`config.mk`:
```
export PLATFORM = sky130hd
export DESIGN_NAME = multicycle_control
export DESIGN_NICKNAME = d
export VERILOG_FILES = /design/src/rtl/cpu_ctrl_pkg.sv /design/src/rtl/control_outdec.sv /design/src/rtl/multicycle_control.sv
export SDC_FILE = /design/constraint.sdc
export NUM_CORES = 1
export LEC_CHECK = 0
export ABC_AREA = 1
export CAP_MARGIN = 20
export CORE_MARGIN = 2
export CORE_UTILIZATION = 50
export DETAILED_ROUTE_END_ITERATION = 12
export PLACE_DENSITY = 0.85
export REMOVE_ABC_BUFFERS = 1
export SLEW_MARGIN = 20
export SYNTH_ARGS = -nofsm -noshare
export SYNTH_HDL_FRONTEND = slang
export SYNTH_SLANG_ARGS = --single-unit
export TNS_END_PERCENT = 100
```
`constraint.sdc`:
```
create_clock -name clk -period 2.7 [get_ports clk]
set_input_delay 0.54 -clock clk [delete_from_list [all_inputs] [get_ports clk]]
set_output_delay 0.54 -clock clk [all_outputs]
set_load 0.01 [all_outputs]
```
`src/rtl/cpu_ctrl_pkg.sv`:
```
// Shared encodings for the multicycle CPU control unit:
// opcodes, FSM states and datapath mux selects.
package cpu_ctrl_pkg;

  localparam logic [3:0] OP_NOP   = 4'b0000;
  localparam logic [3:0] OP_LOADI = 4'b1000;
  localparam logic [3:0] OP_LOAD  = 4'b1001;
  localparam logic [3:0] OP_STORE = 4'b1010;
  localparam logic [3:0] OP_JUMP  = 4'b1011;
  localparam logic [3:0] OP_JZ    = 4'b1100;
  localparam logic [3:0] OP_JNZ   = 4'b1101;
  localparam logic [3:0] OP_HALT  = 4'b1110;
  localparam logic [3:0] OP_RSVD  = 4'b1111;

  typedef enum logic [3:0] {
    S_FETCH    = 4'd0,
    S_DECODE   = 4'd1,
    S_EXEC     = 4'd2,
    S_LOADI_WB = 4'd3,
    S_MEM_RD   = 4'd4,
    S_MEM_WB   = 4'd5,
    S_MEM_WR   = 4'd6,
    S_BRANCH   = 4'd7,
    S_HALT     = 4'd8
  } state_t;

  localparam logic [1:0] PC_SRC_INC  = 2'b00;
  localparam logic [1:0] PC_SRC_JUMP = 2'b01;

  localparam logic [1:0] WD_SEL_ALU = 2'b00;
  localparam logic [1:0] WD_SEL_MEM = 2'b01;
  localparam logic [1:0] WD_SEL_IMM = 2'b10;

  localparam logic [2:0] ALU_ADD = 3'b000;

  function automatic logic is_alu_op(input logic [3:0] op);
    return (op[3] == 1'b0) && (op[2:0] != 3'b000);
  endfunction

endpackage

```
`src/rtl/control_outdec.sv`:
```
// Combinational strobe decoder: maps the current state (plus opcode, zero
// flag and memory ready) onto the datapath control signals.
module control_outdec
  import cpu_ctrl_pkg::*;
(
  input  logic       kill,
  input  state_t     state,
  input  logic [3:0] opcode,
  input  logic       zero,
  input  logic       mem_ready,
  output logic       pc_en,
  output logic [1:0] pc_src,
  output logic       ir_en,
  output logic       iord,
  output logic       mem_read,
  output logic       mem_write,
  output logic       reg_we,
  output logic [1:0] wd_sel,
  output logic [2:0] alu_op,
  output logic       z_load,
  output logic       halted
);

  // Strobe decode; everything defaults low so illegal states and reset are inert.
  always_comb begin
    pc_en     = 1'b0;
    pc_src    = PC_SRC_INC;
    ir_en     = 1'b0;
    iord      = 1'b0;
    mem_read  = 1'b0;
    mem_write = 1'b0;
    reg_we    = 1'b0;
    wd_sel    = WD_SEL_ALU;
    alu_op    = ALU_ADD;
    z_load    = 1'b0;
    halted    = 1'b0;
    if (kill) begin
      halted = 1'b0;
    end else begin
      case (state)
        S_FETCH: begin
          mem_read = 1'b1;
          iord     = 1'b0;
          if (mem_ready) begin
            ir_en  = 1'b1;
            pc_en  = 1'b1;
            pc_src = PC_SRC_INC;
          end else begin
            ir_en  = 1'b0;
            pc_en  = 1'b0;
          end
        end
        S_DECODE: begin
          halted = 1'b0;
        end
        S_EXEC: begin
          reg_we = 1'b1;
          wd_sel = WD_SEL_ALU;
          alu_op = opcode[2:0];
          z_load = 1'b1;
        end
        S_LOADI_WB: begin
          reg_we = 1'b1;
          wd_sel = WD_SEL_IMM;
        end
        S_MEM_RD: begin
          mem_read = 1'b1;
          iord     = 1'b1;
        end
        S_MEM_WB: begin
          reg_we = 1'b1;
          wd_sel = WD_SEL_MEM;
        end
        S_MEM_WR: begin
          mem_write = 1'b1;
          iord      = 1'b1;
        end
        S_BRANCH: begin
          pc_src = PC_SRC_JUMP;
          case (opcode)
            OP_JUMP: pc_en = 1'b1;
            OP_JZ:   pc_en = zero;
            OP_JNZ:  pc_en = ~zero;
            default: pc_en = 1'b0;
          endcase
        end
        S_HALT: begin
          halted = 1'b1;
        end
        default: begin
          halted = 1'b0;
        end
      endcase
    end
  end

endmodule

```
`src/rtl/multicycle_control.sv`:
```
// Multicycle CPU control FSM: sequences fetch/decode/execute/memory/writeback
// and counts retired instructions; strobe decoding lives in control_outdec.
module multicycle_control
  import cpu_ctrl_pkg::*;
#(
  parameter int CNT_W = 16
) (
  input  logic             clk,
  input  logic             reset,
  input  logic [3:0]       opcode,
  input  logic             zero,
  input  logic             mem_ready,
  output logic             pc_en,
  output logic [1:0]       pc_src,
  output logic             ir_en,
  output logic             iord,
  output logic             mem_read,
  output logic             mem_write,
  output logic             reg_we,
  output logic [1:0]       wd_sel,
  output logic [2:0]       alu_op,
  output logic             z_load,
  output logic             halted,
  output logic [3:0]       state_dbg,
  output logic [CNT_W-1:0] retired
);

  state_t           state_r;
  state_t           state_nxt_s;
  logic [CNT_W-1:0] retired_r;
  logic             fetch_done_s;

  assign fetch_done_s = (state_r == S_FETCH) && mem_ready;

  // State register.
  always_ff @(posedge clk) begin
    if (reset) begin
      state_r <= S_FETCH;
    end else begin
      state_r <= state_nxt_s;
    end
  end

  // Retired-instruction counter; an instruction retires when its fetch completes.
  always_ff @(posedge clk) begin
    if (reset) begin
      retired_r <= {CNT_W{1'b0}};
    end else if (fetch_done_s) begin
      retired_r <= retired_r + {{(CNT_W-1){1'b0}}, 1'b1};
    end else begin
      retired_r <= retired_r;
    end
  end

  // Next-state logic; unknown encodings fall back to FETCH.
  always_comb begin
    state_nxt_s = S_FETCH;
    case (state_r)
      S_FETCH: begin
        if (mem_ready) begin
          state_nxt_s = S_DECODE;
        end else begin
          state_nxt_s = S_FETCH;
        end
      end
      S_DECODE: begin
        case (opcode)
          OP_NOP:   state_nxt_s = S_FETCH;
          OP_RSVD:  state_nxt_s = S_FETCH;
          OP_LOADI: state_nxt_s = S_LOADI_WB;
          OP_LOAD:  state_nxt_s = S_MEM_RD;
          OP_STORE: state_nxt_s = S_MEM_WR;
          OP_JUMP:  state_nxt_s = S_BRANCH;
          OP_JZ:    state_nxt_s = S_BRANCH;
          OP_JNZ:   state_nxt_s = S_BRANCH;
          OP_HALT:  state_nxt_s = S_HALT;
          default: begin
            if (is_alu_op(opcode)) begin
              state_nxt_s = S_EXEC;
            end else begin
              state_nxt_s = S_FETCH;
            end
          end
        endcase
      end
      S_EXEC:     state_nxt_s = S_FETCH;
      S_LOADI_WB: state_nxt_s = S_FETCH;
      S_MEM_RD: begin
        if (mem_ready) begin
          state_nxt_s = S_MEM_WB;
        end else begin
          state_nxt_s = S_MEM_RD;
        end
      end
      S_MEM_WB:   state_nxt_s = S_FETCH;
      S_MEM_WR: begin
        if (mem_ready) begin
          state_nxt_s = S_FETCH;
        end else begin
          state_nxt_s = S_MEM_WR;
        end
      end
      S_BRANCH:   state_nxt_s = S_FETCH;
      S_HALT:     state_nxt_s = S_HALT;
      default:    state_nxt_s = S_FETCH;
    endcase
  end

  // While reset is held every visible output is forced to zero.
  assign state_dbg = reset ? 4'b0000 : state_r;
  assign retired   = reset ? {CNT_W{1'b0}} : retired_r;

  control_outdec u_outdec (
    .kill      (reset),
    .state     (state_r),
    .opcode    (opcode),
    .zero      (zero),
    .mem_ready (mem_ready),
    .pc_en     (pc_en),
    .pc_src    (pc_src),
    .ir_en     (ir_en),
    .iord      (iord),
    .mem_read  (mem_read),
    .mem_write (mem_write),
    .reg_we    (reg_we),
    .wd_sel    (wd_sel),
    .alu_op    (alu_op),
    .z_load    (z_load),
    .halted    (halted)
  );

endmodule
```
==> run metrics <==
status finished, final reports clean; endpoint type of the worst setup path primary output; Worst Path Arrival 2.04 ns; fmax 388.0 MHz; Max Cap Viol 0; hold crit path type flip-flop to flip-flop; ant diodes 0; CTS tree built; Synth top area share 29.28%; Iteration-0 DRC Markers 54; Pleak 0.8021 nW; largest area contributor in the netlist dfxtp_1; Max VDD drop 0.2503 mV; total CTS buffers 3; vias in the first global route 1314; Setup Skew 0.005381 ns; Tot GR Track Use 21.70%; R2R Setup Slk 1.29 ns; hold endpoint retired_r[0]$_SDFFE_PP0P_; CP cell instances clkdlybuf4s50_1 -> buf_12 -> buf_4 -> nor2_1 -> clkdlybuf4s50_1; multi-input logic area 785.8 um2; fillers 211; DRT antenna net count 0; starting density of the core 53.74%; ys flop type dfxtp_1; Clock Tree Buf Depth 2; register area share after synthesis 29.28%; PD cells 321.8 nW/um2; WP data required 2.16 ns; H-tree depth 1; Vias 1518; first-pass GRT wire length 5630 um; critical path's largest stage delay 0.54 ns; fin worst setup slack 0.1227 ns; Ys Warns 0; fin util 74.98%; Synth async-reset ratio 0%; top cells by area, synth dfxtp_1, nor2_1, inv_1; CP max FO 28; initial antenna violation count 0; synthesized area 1368 um2; CP Launch Type input port; GRT busiest layer met2; DP Worst Slack -0.01440 ns; WS Path Type input port to primary output; worst r2r src state_r[3]$_SDFF_PP0_; Root Driver clkbuf_4; clock sink total 20; met3 Track Usage GR 2.304%; RSZ-0062 raised after global routing false; Detail Placement HPWL 2547 um; Hold-fix buffers, CTS 0; share of cells above drive strength 1 10.33%; Post-CTS Setup Inserts 0; synthesized instance count 223; Final min period 2.577 ns; Min-Delay Startpoint retired_r[0]$_SDFFE_PP0P_; Final nets 281; Synth cell types 28; Rows 18; Finish-stage setup viols 0; grt total ovfl 0; Die Footprint 3170 um2; Max Transition Viols Final 0; CP dominant cell by count clkdlybuf4s50_1; Post-synth EDFFs 0; Reg area 400.4 um2; post-route insts no fill 301; met1 usage 28.98%; syn_area_per_cell 6.133 um2; reg2reg end retired_r[11]$_SDFFE_PP0P_; fin crit share 95.46%; Core Area 2545 um2; Crit-path slowest cell clkdlybuf4s50_1; synth cell count leaders nor2_1, inv_1, nand2_1; Die Wd 56.30 um; Cells after DPL 297; M2 GR Usage 36.13%; drt wl/cell 10.69 um; # IOs 43; Seq cells post-synth 20; die height 56.30 um; Clk Latency, worst-skew pair 0.30 ns; routability cong. 0.8139; Area growth syn-to-layout 39.52%; Pre-antenna DRT Iters 5; Via density 5.043; largest net degree at the start of global routing 29; port bufs 41; total routed wirelength 3217 um; clock-pin slew on the worst setup and hold paths 0.12 ns; DRC viols 0; smallest hold slack 0.5053 ns; Worst Reg-to-Reg Cells 7; Overall Power 0.6140 mW; most numerous cell in the Yosys netlist nor2_1; Final Hold Fails 0; hold path depth 1
[per-stage QoR]
step / cell area (um2) / TNS [ns]
2_1_floorplan: 1333 / 0
3_3_place_gp: 1861 / 0
3_5_place_dp: 1861 / -0.01440
4_1_cts: 1903 / 0
5_1_grt: 1908 / 0
6_report: 1908 / 0
[placed cells by master (no fill, tap or decap), types with 2 or more instances in the layout]
master	synthesis	layout
nor3_1	15	15
nand4_1	5	5
dlymetal6s2s_1	0	2
clkbuf_4	0	3
nand3_1	10	10
nor2_4	5	5
a21oi_1	14	14
clkdlybuf4s50_1	0	39
nor3_2	4	4
nor2_1	49	49
nor4_2	1	2
nand2_1	38	38
dfxtp_1	20	20
o21ai_0	5	4
inv_1	39	39
buf_4	1	8
[layer usage]
| metal | up-vias | share of wire, % |
|---|---|---|
| met3 | 4 | 4.0 |
| met2 | 45 | 48 |
| met4 | 0 | 1.2 |
| met1 | 676 | 47 |
| li1 | 793 | - |
| met5 | - | 0 |
[power by group]
part / switching [mW] / internal, mW
sequential: 0.00895 / 0.302
combinational: 0.0697 / 0.0568
clock: 0.0940 / 0.0823
total: 0.173 / 0.441
[worst max-delay path by stage]
stage	from	cells after the start	slack, ns	to
detailed placement	reset	4	-0.01	wd_sel[1]
CTS	opcode[3]	6	0.03	pc_en
global placement	opcode[3]	6	0.05	pc_en
floorplan	opcode[1]	5	0.98	pc_en
finish	reset	5	0.12	retired[7]
global route	state_r[1]$_SDFF_PP0_	5	0.03	alu_op[0]
[sequential cells by signal, indices dropped and copies added, names as in the netlist]
name	count
retired_r	16
state_r	4
[layout make-up]
| class | count | area share (%) |
|---|---|---|
| multi-input combinational | 157 | 41.18 |
| timing repair buffer | 50 | 25.97 |
| inverter | 40 | 8.000 |
| clock buffer | 4 | 1.902 |
| tap | 30 | 1.967 |
| sequential | 20 | 20.98 |
[cell families after synthesis]
family                     Yosys count  share of synthesized area, %
AOI/OAI and AO/OA                   21                         8.143
xor gates and xnor gates             2                         1.281
adders and majority gates            1                        0.9148
buffers and inverters               46                         13.72
DFF                                 20                         29.28
other                                1                        0.2742
and+or+nand+nor                    132                         46.39
[what timing repair did]
action | in CTS | in global routing
resized for setup | 1 | 3
endpoints found under the hold margin | 0 | 0
endpoints found under the setup margin | 1 | 2
[worst max-delay path: cells and delay by family]
kind                   cells  cell delay [ns]
buffers and inverters      4             1.37
and+or+nand+nor            1             0.12
(Power assumes the default switching activity.)
